$ cat config.mk
export PLATFORM = sky130hd
export DESIGN_NAME = uart_rx_cmd_ctrl_flat
export DESIGN_NICKNAME = d
export VERILOG_FILES = /design/src/rtl/uart_rx_cmd_ctrl_if.sv /design/src/rtl/uart_rx_cmd_ctrl.sv /design/src/flat_wrapper.sv
export SDC_FILE = /design/constraint.sdc
export NUM_CORES = 1
export LEC_CHECK = 0
export ABC_AREA = 1
export BUFFER_PORTS_ARGS = -buffer_cell sky130_fd_sc_hd__buf_2
export CORE_MARGIN = 3
export CORE_UTILIZATION = 45
export DETAILED_ROUTE_END_ITERATION = 7
export HOLD_SLACK_MARGIN = 0.1
export PLACE_DENSITY = 0.69
export SLEW_MARGIN = 30
export SYNTH_ARGS = -nofsm -noshare
export SYNTH_HDL_FRONTEND = slang
export SYNTH_SLANG_ARGS = --single-unit
export TNS_END_PERCENT = 100
$ cat constraint.sdc
create_clock -name clk -period 1.3 [get_ports clk]
set_input_delay 0.13 -clock clk [delete_from_list [all_inputs] [get_ports clk]]
set_output_delay 0.13 -clock clk [all_outputs]
set_load 0.05 [all_outputs]
$ cat src/rtl/uart_rx_cmd_ctrl_if.sv
// uart_rx_cmd_ctrl_if: byte-in and command-out handshakes; master = controller, slave = RX engine / command decoder side
interface uart_rx_cmd_ctrl_if;
    logic       rx_in_valid;
    logic       rx_in_ready;
    logic [7:0] rx_in_data;
    logic       cmd_valid;
    logic       cmd_ready;
    logic [7:0] cmd_op;
    logic [7:0] cmd_addr;
    logic [7:0] cmd_wdata;
    modport master (
        input  rx_in_valid, rx_in_data, cmd_ready,
        output rx_in_ready, cmd_valid, cmd_op, cmd_addr, cmd_wdata
    );
    modport slave (
        output rx_in_valid, rx_in_data, cmd_ready,
        input  rx_in_ready, cmd_valid, cmd_op, cmd_addr, cmd_wdata
    );
endinterface

$ cat src/rtl/uart_rx_cmd_ctrl.sv
// uart_rx_cmd_ctrl: parses SOF/OP/ADDR/DATA/CHK frames from bus.rx_in_* into bus.cmd_* commands; flags checksum/inter-byte timeout errors (err_*), frame_busy
module uart_rx_cmd_ctrl #(
    parameter logic [7:0] SOF_BYTE      = 8'hA5,
    parameter int         TIMEOUT_TICKS = 320
) (
    input  logic                     clk,
    input  logic                     rst,
    input  logic                     baud_x16_tick,
    uart_rx_cmd_ctrl_if.master       bus,
    output logic                     err_chk_pulse,
    output logic                     err_timeout_pulse,
    output logic [7:0]               err_count,
    output logic                     frame_busy
);
    localparam int TW = $clog2(TIMEOUT_TICKS + 1);
    typedef enum logic [2:0] {S_SOF, S_OP, S_ADDR, S_DATA, S_CHK, S_CMD} state_t;
    state_t        state, state_nx;
    logic [TW-1:0] tcnt;
    logic [7:0]    op, addr, wdata;
    logic          in_fire, cmd_fire, in_frame, expire, chk_ok, chk_err;
    assign bus.rx_in_ready = state != S_CMD;
    assign bus.cmd_valid   = state == S_CMD;
    assign bus.cmd_op      = op;
    assign bus.cmd_addr    = addr;
    assign bus.cmd_wdata   = wdata;
    assign frame_busy      = state != S_SOF;
    assign in_fire  = bus.rx_in_valid && bus.rx_in_ready;
    assign cmd_fire = bus.cmd_valid && bus.cmd_ready;
    assign in_frame = state inside {S_OP, S_ADDR, S_DATA, S_CHK};
    // an accepted byte on the expiry tick wins over the timeout
    assign expire   = in_frame && baud_x16_tick && !in_fire && tcnt == TW'(TIMEOUT_TICKS - 1);
    assign chk_ok   = bus.rx_in_data == (op ^ addr ^ wdata);
    assign chk_err  = in_fire && state == S_CHK && !chk_ok;
    always_comb begin
        state_nx = state;
        if (expire)
            state_nx = S_SOF;
        else
            case (state)
                S_SOF:   state_nx = (in_fire && bus.rx_in_data == SOF_BYTE) ? S_OP : S_SOF;
                S_OP:    state_nx = in_fire ? S_ADDR : S_OP;
                S_ADDR:  state_nx = in_fire ? S_DATA : S_ADDR;
                S_DATA:  state_nx = in_fire ? S_CHK : S_DATA;
                S_CHK:   state_nx = !in_fire ? S_CHK : chk_ok ? S_CMD : S_SOF;
                S_CMD:   state_nx = cmd_fire ? S_SOF : S_CMD;
                default: state_nx = S_SOF;
            endcase
    end
    always_ff @(posedge clk) begin
        if (rst) begin
            state             <= S_SOF;
            tcnt              <= '0;
            op                <= '0;
            addr              <= '0;
            wdata             <= '0;
            err_chk_pulse     <= 1'b0;
            err_timeout_pulse <= 1'b0;
            err_count         <= '0;
        end else begin
            state             <= state_nx;
            tcnt              <= (!in_frame || in_fire || expire) ? '0 : tcnt + TW'(baud_x16_tick);
            op                <= (in_fire && state == S_OP) ? bus.rx_in_data : op;
            addr              <= (in_fire && state == S_ADDR) ? bus.rx_in_data : addr;
            wdata             <= (in_fire && state == S_DATA) ? bus.rx_in_data : wdata;
            err_chk_pulse     <= chk_err;
            err_timeout_pulse <= expire;
            err_count         <= ((chk_err || expire) && err_count != 8'hFF) ? err_count + 8'd1 : err_count;
        end
    end
endmodule

$ cat src/flat_wrapper.sv
// flat-port wrapper written by rule: the top's interface ports become plain ports
module uart_rx_cmd_ctrl_flat 
#(
    parameter logic [7:0] SOF_BYTE      = 8'hA5,
    parameter int         TIMEOUT_TICKS = 320
)
  (clk, rst, baud_x16_tick, err_chk_pulse, err_timeout_pulse, err_count, frame_busy, bus_rx_in_valid, bus_rx_in_data, bus_cmd_ready, bus_rx_in_ready, bus_cmd_valid, bus_cmd_op, bus_cmd_addr, bus_cmd_wdata);
  uart_rx_cmd_ctrl_if bus_i ();
  input  logic clk;
  input  logic rst;
  input  logic baud_x16_tick;
  output logic err_chk_pulse;
  output logic err_timeout_pulse;
  output logic [7:0] err_count;
  output logic frame_busy;
  input wire logic [$bits(bus_i.rx_in_valid)-1:0] bus_rx_in_valid;
  input wire logic [$bits(bus_i.rx_in_data)-1:0] bus_rx_in_data;
  input wire logic [$bits(bus_i.cmd_ready)-1:0] bus_cmd_ready;
  output wire logic [$bits(bus_i.rx_in_ready)-1:0] bus_rx_in_ready;
  output wire logic [$bits(bus_i.cmd_valid)-1:0] bus_cmd_valid;
  output wire logic [$bits(bus_i.cmd_op)-1:0] bus_cmd_op;
  output wire logic [$bits(bus_i.cmd_addr)-1:0] bus_cmd_addr;
  output wire logic [$bits(bus_i.cmd_wdata)-1:0] bus_cmd_wdata;
  assign bus_i.rx_in_valid = bus_rx_in_valid;
  assign bus_i.rx_in_data = bus_rx_in_data;
  assign bus_i.cmd_ready = bus_cmd_ready;
  assign bus_rx_in_ready = bus_i.rx_in_ready;
  assign bus_cmd_valid = bus_i.cmd_valid;
  assign bus_cmd_op = bus_i.cmd_op;
  assign bus_cmd_addr = bus_i.cmd_addr;
  assign bus_cmd_wdata = bus_i.cmd_wdata;
  uart_rx_cmd_ctrl #(.SOF_BYTE(SOF_BYTE), .TIMEOUT_TICKS(TIMEOUT_TICKS)) u_core (.clk(clk), .rst(rst), .baud_x16_tick(baud_x16_tick), .bus(bus_i), .err_chk_pulse(err_chk_pulse), .err_timeout_pulse(err_timeout_pulse), .err_count(err_count), .frame_busy(frame_busy));
endmodule
; ---- Word-level counts from Yosys, hierarchy flattened
; Cells that the tools add are included.
[word_totals]
register_bits = 46
in_bits = 13
output_inout_bits = 37
[op_classes]
addsub = 2
eq_ne = 10
mux = 8
bitwise_logic = 2
n_reduce_logical = 23
[op_table]
columns = cell, count
row1 = one-hot mux 3 bit (6 select lines), 1
row2 = bitwise XOR 8 bit, 2
row3 = logical AND 1 bit, 12
row4 = two-way mux 3 bit, 4
row5 = adder 9 x 1 -> 9 bit, 1
row6 = equality test 9 bit (second input constant), 1
row7 = adder 8 x 1 -> 8 bit (second input constant), 1
row8 = equality test 8 bit, 1
row9 = equality test 8 bit (second input constant), 1
row10 = != test 8 bit (second input constant), 1
row11 = equality test 3 x 2 -> 1 bit (second input constant), 2
row12 = equality test 3 bit (second input constant), 2
row13 = nonzero test 4 bit, 1
row14 = OR reduction 2 bit, 2
row15 = equality test 3 x 1 -> 1 bit (second input constant), 1
row16 = zero test 1 bit, 3
row17 = zero test 3 bit, 1
row18 = logical OR 1 bit, 3
row19 = != test 3 bit (second input constant), 1
row20 = nonzero test 3 bit, 1
row21 = two-way mux 1 bit, 2
row22 = two-way mux 2 bit, 1

; ---- Longest topological paths before layout
; Gate-level depths: netlist of run 1.
[depth]
ltp_word = 7
ltp_mapped = 14
ltp_nobuf = 14

; ---- Least setup slack after synthesis of run 1
; No wires, ideal clock.
[synth_timing]
path_type = reg2reg
from = reg u_core.err_count[1]
to = reg u_core.err_count[4]
setup_time_ns = 0.070
t_arrival_ns = 1.788
setup_slack_ns = -0.557
stages_incl_launch_ff = 8
cell_sequence = dfxtp_1 > ha_1 > nand2_1 > nor2_1 > nand3_2 > nand2_8 > nand2_2 > a21oi_2
[synth_via]
elab_chain_cells = 2
[synth_rtl]
columns = element, line
row1 = "start, declared", uart_rx_cmd_ctrl.sv:12  ; output logic [7:0] err_count,
row2 = "start signal, assigned", uart_rx_cmd_ctrl.sv:67  ; err_count <= ((chk_err || expire) && err_count != 8'hFF) ? err_count + 8'd1 : err_count;
row3 = branches (longest 2 deep; another with adder 8 x 1 -> 8 bit), -
; Several ways; the timed one is not identified.
; A chain may end at the register's enable or synchronous reset.

; ---- Worst setup path after layout of run 1
[layout_timing]
from = reg u_core.addr[0] (netlist: u_core.bus.cmd_addr[0])
to = reg u_core.err_count[1]
[layout_via]
elab_chain_cells = 7
[layout_rtl]
columns = element, line
row1 = "start, declared", uart_rx_cmd_ctrl.sv:19  ; logic [7:0] op, addr, wdata;
row2 = "start signal, assigned", uart_rx_cmd_ctrl.sv:63  ; addr <= (in_fire && state == S_ADDR) ? bus.rx_in_data : addr;
row3 = bitwise XOR 8 bit (2 in a row), uart_rx_cmd_ctrl.sv:32  ; assign chk_ok = bus.rx_in_data == (op ^ addr ^ wdata);
row4 = equality test 8 bit, uart_rx_cmd_ctrl.sv:32
row5 = zero test 1 bit, uart_rx_cmd_ctrl.sv:33  ; assign chk_err = in_fire && state == S_CHK && !chk_ok;
row6 = logical AND 1 bit, uart_rx_cmd_ctrl.sv:33
row7 = logical OR 1 bit, uart_rx_cmd_ctrl.sv:67
row8 = logical AND 1 bit, uart_rx_cmd_ctrl.sv:67
; No other way between the ends.

==> results of run 1 <==
-- critical path, delay by kind of cell, from the launching register on --
kind | cells | cell delay (ps)
AO/OA/AOI/OAI | 1 | 110
flip-flops | 1 | 370
buffers and inverters | 1 | 80
AND/OR/NAND/NOR | 11 | 930
-- timing repair --
item,CTS,global route
setup buffers,7,15
gates cloned,1,1
resized for setup,48,61
pin swaps,6,9
setup endpoints to repair,36,48
-- cell usage after synthesis --
cell / instances / share of area [%]
sky130_fd_sc_hd__nand2_1: 68 / 11
sky130_fd_sc_hd__dfxtp_1: 46 / 39
sky130_fd_sc_hd__inv_1: 39 / 6.1
sky130_fd_sc_hd__nor2_1: 38 / 6.0
sky130_fd_sc_hd__a21oi_1: 26 / 5.5
sky130_fd_sc_hd__o21ai_0: 24 / 5.0
sky130_fd_sc_hd__nand3_1: 20 / 4.2
sky130_fd_sc_hd__xor2_1: 16 / 5.9
sky130_fd_sc_hd__nand2_2: 9 / 2.4
sky130_fd_sc_hd__xnor2_1: 9 / 3.3
sky130_fd_sc_hd__a21oi_2: 6 / 2.2
sky130_fd_sc_hd__clkbuf_1: 3 / 0.47
sky130_fd_sc_hd__ha_1: 3 / 1.6
sky130_fd_sc_hd__inv_2: 3 / 0.47
sky130_fd_sc_hd__nand4_1: 3 / 0.79
sky130_fd_sc_hd__nor3_1: 3 / 0.63
sky130_fd_sc_hd__nand2_8: 2 / 1.7
sky130_fd_sc_hd__nor2_4: 2 / 0.94
sky130_fd_sc_hd__a311oi_1: 1 / 0.37
sky130_fd_sc_hd__a31oi_1: 1 / 0.26
sky130_fd_sc_hd__a31oi_4: 1 / 0.89
sky130_fd_sc_hd__and3_1: 1 / 0.26
sky130_fd_sc_hd__buf_1: 1 / 0.16
sky130_fd_sc_hd__buf_2: 1 / 0.21
sky130_fd_sc_hd__nand2_4: 1 / 0.47
sky130_fd_sc_hd__nand3_2: 1 / 0.42
sky130_fd_sc_hd__nor2_2: 1 / 0.26
sky130_fd_sc_hd__nor3b_1: 1 / 0.31
-- per-stage QoR --
step	area, sq um	setup slack, ps	setup TNS, ps	utilization (%)	hold WS, ps
2_1_floorplan	2520	-166	-2370	-	263
3_3_place_gp	3370	-151	-1890	68.7	435
3_5_place_dp	3370	-222	-3580	68.7	438
4_1_cts	3710	-212	-3310	75.6	138
5_1_grt	3940	-380	-7170	80.2	144
6_report	3940	-260	-4950	80.2	142
-- report_power, final --
| group | leakage, nW | internal, mW | switching, mW |
|---|---|---|---|
| combinational | 1.37 | 0.0812 | 0.116 |
| clock | 0.0561 | 0.489 | 0.514 |
| sequential | 0.397 | 1.35 | 0.000685 |
| total | 1.82 | 1.92 | 0.630 |
-- registers in the layout, summed over array words and instances (netlist names) --
register	cells
u_core.tcnt	9
u_core.bus.cmd_op	8
u_core.state	3
u_core.err_count	8
u_core.bus.cmd_addr	8
u_core.bus.cmd_wdata	8
u_core.err_timeout_pulse	1
u_core.err_chk_pulse	1
-- cell families (layout without fill, tap and decap cells) --
group / after synthesis / after routing
AO/OA/AOI/OAI: 59 / 59
adder cells (fa/ha/maj): 3 / 3
flip-flops: 46 / 46
buffers and inverters: 47 / 188
AND/OR/NAND/NOR: 150 / 151
XOR/XNOR: 25 / 25
-- final cells by class --
type / count / area [sq um] / share of cell area (%)
Multi-Input combinational cell: 238 / 1540 / 39.1
Sequential cell: 46 / 1030 / 26.2
Timing Repair Buffer: 138 / 1010 / 25.6
Inverter: 42 / 168 / 4.26
Clock buffer: 6 / 93.8 / 2.38
Tap cell: 67 / 83.8 / 2.13
Clock inverter: 2 / 10.0 / 0.254
-- worst paths after layout --
| path | from | to | slack (ps) | depth (start not counted) |
|---|---|---|---|---|
| worst max-delay path | u_core.bus.cmd_addr[0]$_SDFFE_PP0P_ | u_core.err_count[1]$_SDFFE_PP0P_ | -260 | 13 |
| worst min-delay path | bus_rx_in_data[1] | u_core.bus.cmd_wdata[1]$_SDFFE_PP0P_ | 140 | 3 |
| worst max register to register | u_core.bus.cmd_addr[0]$_SDFFE_PP0P_ | u_core.err_count[1]$_SDFFE_PP0P_ | -260 | 13 |
| worst min register to register | u_core.bus.cmd_wdata[1]$_SDFFE_PP0P_ | u_core.bus.cmd_wdata[1]$_SDFFE_PP0P_ | 490 | 2 |
-- per-layer routing --
metal / share of wire [%] / vias up
met4: 2.4 / 0
met3: 5.3 / 16
li1: - / 1348
met5: 0 / -
met1: 41 / 1238
met2: 51 / 79
==> PnR_summary.wiki, run 1 <==
{| class="wikitable"
! Metric !! Value
|-
| Status || complete, but fails checks
|-
| Failing checks || setup timing
|-
| Setup repair after global routing missed its margin || true
|-
| Avg Inst Size Synth || 7.23 sq um
|-
| Kind of launch point of the worst setup path || register
|-
| Vias in the first global route || 2541
|-
| Non-filler cells, final || 539
|-
| Number of optimization iterations in the first detailed-route pass || 4
|-
| Max cap viols || 0
|-
| Worst clock skew on the final layout || 6.15 ps
|-
| Sequential fraction of the synthesis area || 38.6%
|-
| Worst-Skew Late Latency || 310 ps
|-
| Iteration-0 DRC Markers || 143
|-
| Final net count || 487
|-
| Most common cell after layout, fill and taps aside || sky130_fd_sc_hd__buf_4
|-
| Synthesized cell area || 2390 sq um
|-
| TritonCTS buffer count || 5
|-
| Max rail drop VDD || 0.506 mV
|-
| Maximum number of pins on one net before global-route repair || 24
|-
| Worst hold-check path type || in2reg
|-
| Static leakage || 1.82 nW
|-
| Register bit total from synthesis || 46
|-
| Mapped Nets || 346
|-
| Antenna violations before repair || 0
|-
| # port buffers || 49
|-
| Detailed placement HPWL || 4.55 mm
|-
| Routed wirelength normalized by instance count || 14.0 microns
|-
| Yosys warning count || 0
|-
| Placer Congestion || 0.896
|-
| Area growth from synthesis to layout || 65.0%
|-
| Fin. Hold Viols || 0
|-
| Most common cell on crit path || sky130_fd_sc_hd__nand2_1
|-
| Maximum level of the CTS H-tree || 2
|-
| Core box area || 4910 sq um
|-
| Clock Root Buffer || sky130_fd_sc_hd__clkbuf_8
|-
| GR met1 Demand/Resource || 27.9%
|-
| Detailed-route via count || 2681
|-
| Clock tree sinks || 46
|-
| Hold buffer count at cts || 0
|-
| Multiplexer share of the synthesized area || 0%
|-
| Gr ovfl total || 0
|-
| Clock edge transition at the registers on the reported setup and hold paths || 90 ps
|-
| Data arrival time of the worst path || 1800 ps
|-
| Diode count || 0
|-
| Top achievable clock speed || 641 MHz
|-
| Post-route minimum period || 1560 ps
|-
| Remaining design rule violation count || 0
|-
| Count of pins on the block boundary || 50
|-
| Fraction of the mapped netlist area in simple logic gates || 29.0%
|-
| Die extent in y || 78.8 microns
|-
| Unique masters post-synth || 28
|-
| Clock tree from TritonCTS || built
|-
| Endpoint kind of the worst setup timing path || register
|-
| Max transition margin || 80.0%
|-
| Period utilisation layout || 120%
|-
| Cell with the largest stage delay on the worst path || sky130_fd_sc_hd__dfxtp_4
|-
| Routed wire length || 7.53 mm
|-
| Count of endpoints failing setup in the final report || 25
|-
| Transition at the pin with the smallest max-transition slack || 299 ps
|-
| Overall die area || 6210 sq um
|-
| Max-slew violation count || 0
|-
| Initial Utilization || 48.6%
|-
| Fraction of synthesized cell area in xor and xnor cells || 9.18%
|-
| Total chip power || 2.55 mW
|-
| Gate count after technology mapping || 330
|-
| Most used routing layer || met2
|-
| Met3 Resource Use GR || 4.65%
|-
| Longest individual stage delay on the worst path || 370 ps
|-
| Avg Vias per Cell || 4.97
|-
| Most used cells in the layout excluding fill and tap cells || sky130_fd_sc_hd__buf_4 (77), sky130_fd_sc_hd__nand2_1 (56), sky130_fd_sc_hd__buf_2 (46)
|-
| Cell-by-cell listing of the critical path || inv_2, nand2_1, nand2_1, nand3_1, nand2_1, nand2_1, nor2_2, nand2_2, nand2_4, nand2_8, nand2_8, nand2_2, a21oi_2
|-
| Synthesized-area fraction occupied by adder cells || 1.57%
|-
| Number of placed instances with taps included || 512
|-
| Share of layout cells above drive strength 1 || 58.1%
|-
| Global routing met2 resource utilization || 39.3%
|-
| Post-synthesis compound-gate area fraction || 14.2%
|-
| Category of the critical setup timing path || reg2reg
|-
| Power density cells || 648 nW/um^2
|-
| Fillers || 334
|-
| Critical path required time || 1540 ps
|-
| Floorplan row count || 25
|-
| Wire length of the first global-routing pass || 11.3 mm
|-
| All-layer global routing usage || 22.7%
|-
| Crit-path max FO || 7
|-
| Number of antenna-violating nets in the routed design || 0
|-
| Main combinational cell family by area after synthesis || simple AND/OR/NAND/NOR gates
|-
| Clock buffer depth || 2
|-
| X dimension of the die || 78.8 microns
|-
| Worst path setup slack after routing || -260 ps
|}
(Power assumes the default switching activity.)
==> inputs of run 2 (changes only) <==
--- a/config.mk
+++ b/config.mk
@@ -7,11 +7,13 @@
 export LEC_CHECK = 0
 export ABC_AREA = 1
 export BUFFER_PORTS_ARGS = -buffer_cell sky130_fd_sc_hd__buf_2
+export CELL_PAD_IN_SITES_DETAIL_PLACEMENT = 1
+export CELL_PAD_IN_SITES_GLOBAL_PLACEMENT = 1
 export CORE_MARGIN = 3
-export CORE_UTILIZATION = 45
+export CORE_UTILIZATION = 35
 export DETAILED_ROUTE_END_ITERATION = 7
 export HOLD_SLACK_MARGIN = 0.1
-export PLACE_DENSITY = 0.69
+export PLACE_DENSITY = 0.74
 export SLEW_MARGIN = 30
 export SYNTH_ARGS = -nofsm -noshare
 export SYNTH_HDL_FRONTEND = slang
==> run 2 against run 1 <==
Against the previous run: the flow still finishes with violations (setup timing); clock skew hardly changed; global-route usage is 0.50 points higher; sequential power hardly changed; clock power hardly changed; critical path depth stayed put; die area is 26% higher; first-iteration DRC count is 6.3% lower; flip-flop and latch count stayed put; register-to-register slack worse by 180 ps; non-clock buffer count is 11 higher; critical endpoint is now u_core.err_count[4]$_SDFFE_PP0P_; largest cell class unchanged; largest power group unchanged.
==> PnR_summary.wiki, run 2 (same netlist as run 1, synthesis figures left out) <==
{| class="wikitable"
! Metric !! Value
|-
| Setup repair after global routing missed its margin || true
|-
| Worst path setup slack after routing || -439 ps
|-
| Max-slew violation count || 0
|-
| Non-filler cells, final || 561
|-
| Max reg flops || 9
|-
| Number of antenna-violating nets in the routed design || 0
|-
| Detailed-route via count || 2990
|-
| Total chip power || 2.60 mW
|-
| Routed wire length || 12.2 mm
|-
| Count of buffering cells on the critical path with inverters included || 1
|-
| Max rail drop VDD || 0.497 mV
|-
| Power density cells || 614 nW/um^2
|-
| Path length in cells of the critical path || 13
|-
| X dimension of the die || 88.6 microns
|-
| Crit-path max FO || 7
|-
| Die extent in y || 88.6 microns
|-
| Largest reg by FF count || u_core.tcnt
|-
| Remaining design rule violation count || 0
|-
| Final cell area excluding filler cells || 4240 sq um
|-
| Antenna violations before repair || 0
|-
| Max cap viols || 0
|-
| TritonCTS buffer count || 5
|-
| Sequential fraction of design power || 52.0%
|-
| Share of layout cells above drive strength 1 || 67.1%
|-
| Final net count || 499
|-
| Placer Congestion || 0.798
|-
| Maximum level of the CTS H-tree || 2
|-
| Clock buffer depth || 2
|-
| Number of optimization iterations in the first detailed-route pass || 4
|-
| Floorplan row count || 29
|-
| Wire length of the first global-routing pass || 14.1 mm
|-
| Switching portion of total power || 27.8%
|-
| Worst-Skew Late Latency || 320 ps
|-
| Clock tree from TritonCTS || built
|-
| Cell with the largest stage delay on the worst path || sky130_fd_sc_hd__dfxtp_4
|-
| Share of total power in the clock network || 38.3%
|-
| Post-route minimum period || 1740 ps
|-
| Worst hold-check path type || in2reg
|-
| Category of the critical setup timing path || reg2reg
|-
| Iteration-0 DRC Markers || 134
|-
| Max transition margin || 73.1%
|-
| Count of pins on the block boundary || 50
|-
| Internal power of the cells || 1.88 mW
|-
| Most common cell after layout, fill and taps aside || sky130_fd_sc_hd__buf_4
|-
| Gr ovfl total || 0
|-
| Worst hold path stage count || 3
|-
| Core box area || 6490 sq um
|-
| Clock Root Buffer || sky130_fd_sc_hd__clkbuf_8
|-
| Diode count || 0
|-
| Maximum number of pins on one net before global-route repair || 24
|-
| Period utilisation layout || 134%
|-
| Failing checks || setup timing
|-
| Fillers || 781
|-
| Area growth from synthesis to layout || 77.6%
|-
| Endpoint kind of the worst setup timing path || register
|-
| Kind of cell with the highest combined delay on the critical path || simple AND/OR/NAND/NOR gates
|-
| Top achievable clock speed || 575 MHz
|-
| Transition at the pin with the smallest max-transition slack || 403 ps
|-
| Clock edge transition at the registers on the reported setup and hold paths || 100 ps
|-
| Static leakage || 1.89 nW
|-
| Critical path required time || 1540 ps
|-
| Detailed placement HPWL || 5.58 mm
|-
| Most common cell on crit path || sky130_fd_sc_hd__nand2_1
|-
| Most used cells in the layout excluding fill and tap cells || sky130_fd_sc_hd__buf_4 (79), sky130_fd_sc_hd__buf_2 (46), sky130_fd_sc_hd__nand2_1 (40)
|-
| Kind of launch point of the worst setup path || register
|-
| Worst clock skew on the final layout || 6.31 ps
|-
| Overall die area || 7840 sq um
|-
| Data arrival time of the worst path || 1980 ps
|-
| Clock tree sinks || 46
|-
| Longest individual stage delay on the worst path || 370 ps
|-
| Gate power share || 9.7%
|-
| Count of endpoints failing setup in the final report || 37
|-
| Initial Utilization || 36.7%
|-
| Reg2Reg Depth || 13
|-
| # port buffers || 49
|-
| Vias in the first global route || 2927
|-
| All-layer global routing usage || 23.2%
|-
| Number of placed instances with taps included || 521
|-
| Avg Vias per Cell || 5.33
|-
| Net switching power figure || 0.722 mW
|-
| Cell-by-cell listing of the critical path || inv_2, nand2_1, nand2_1, nand3_1, nand2_1, nand2_2, nor2_4, nand2_2, nand2_4, nand2_8, nand2_8, nand2_4, a21oi_2
|-
| Setup TNS after final layout || -8150 ps
|-
| Status || complete, but fails checks
|-
| Routed wirelength normalized by instance count || 21.7 microns
|-
| Standard cell area after detailed placement || 3380 sq um
|-
| Fin. Hold Viols || 0
|-
| Worst hold-check slack || 163 ps
|}
[run 2: what timing repair did]
| action | 4_1_cts | 5_1_grt |
|---|---|---|
| setup endpoints to repair | 45 | 49 |
| hold buffers | 0 | 0 |
| pin swaps | 14 | 28 |
| resized for setup | 47 | 122 |
| buffers inserted | 15 | 18 |
| cloned | 0 | 2 |
[run 2: path summary, 6_finish.rpt]
| kind | from | end | slack (ps) |
|---|---|---|---|
| max | u_core.bus.cmd_op[0]$_SDFFE_PP0P_ | u_core.err_count[4]$_SDFFE_PP0P_ | -440 |
| min reg2reg | u_core.bus.cmd_addr[6]$_SDFFE_PP0P_ | u_core.bus.cmd_addr[6]$_SDFFE_PP0P_ | 510 |
| max reg2reg | u_core.bus.cmd_op[0]$_SDFFE_PP0P_ | u_core.err_count[4]$_SDFFE_PP0P_ | -440 |
| min | bus_rx_in_data[1] | u_core.bus.cmd_wdata[1]$_SDFFE_PP0P_ | 160 |
[run 2: per-layer routing]
layer | track usage [%] | wire length, microns | vias up
met3 | 4.19 | 487 | 35
li1 | - | - | 1370
met4 | 7.83 | 412 | 0
met5 | 0 | 0 | -
met1 | 28.2 | 4970 | 1491
met2 | 41.1 | 6280 | 94
[run 2: final cells by class]
| cell class | instances | area, sq um | share of cell area (%) |
|---|---|---|---|
| tap | 77 | 96.3 | 2.27 |
| timing repair buffer | 149 | 1110 | 26.3 |
| inverter | 42 | 174 | 4.10 |
| multi-input combinational | 239 | 1730 | 40.8 |
| clock buffer | 6 | 82.6 | 1.95 |
| sequential | 46 | 1030 | 24.4 |
| clock inverter | 2 | 11.3 | 0.266 |
[run 2: per-stage QoR]
step | setup WS [ps] | utilization [%]
after floorplan | -166 | -
after global placement | -165 | 52.0
after detailed placement | -225 | 52.0
after CTS | -237 | 57.1
after global routing | -509 | 65.2
final | -439 | 65.2
[run 2: worst reg2reg max path: cells and delay by family, from the launching register on]
family	cells	cell delay (ps)
buf+inv	1	70
flops	1	370
simple gates	11	1070
compound gates	1	160
[run 2: power groups by stage]
stage                     Combinational (mW)  Clock [mW]  Sequential, mW
after floorplan                       0.0755           0            1.39
after global placement                 0.160           0            1.39
after detailed placement               0.166           0            1.39
after CTS                              0.184       0.981            1.35
after global routing                   0.267        1.06            1.35
final                                  0.253       0.996            1.35
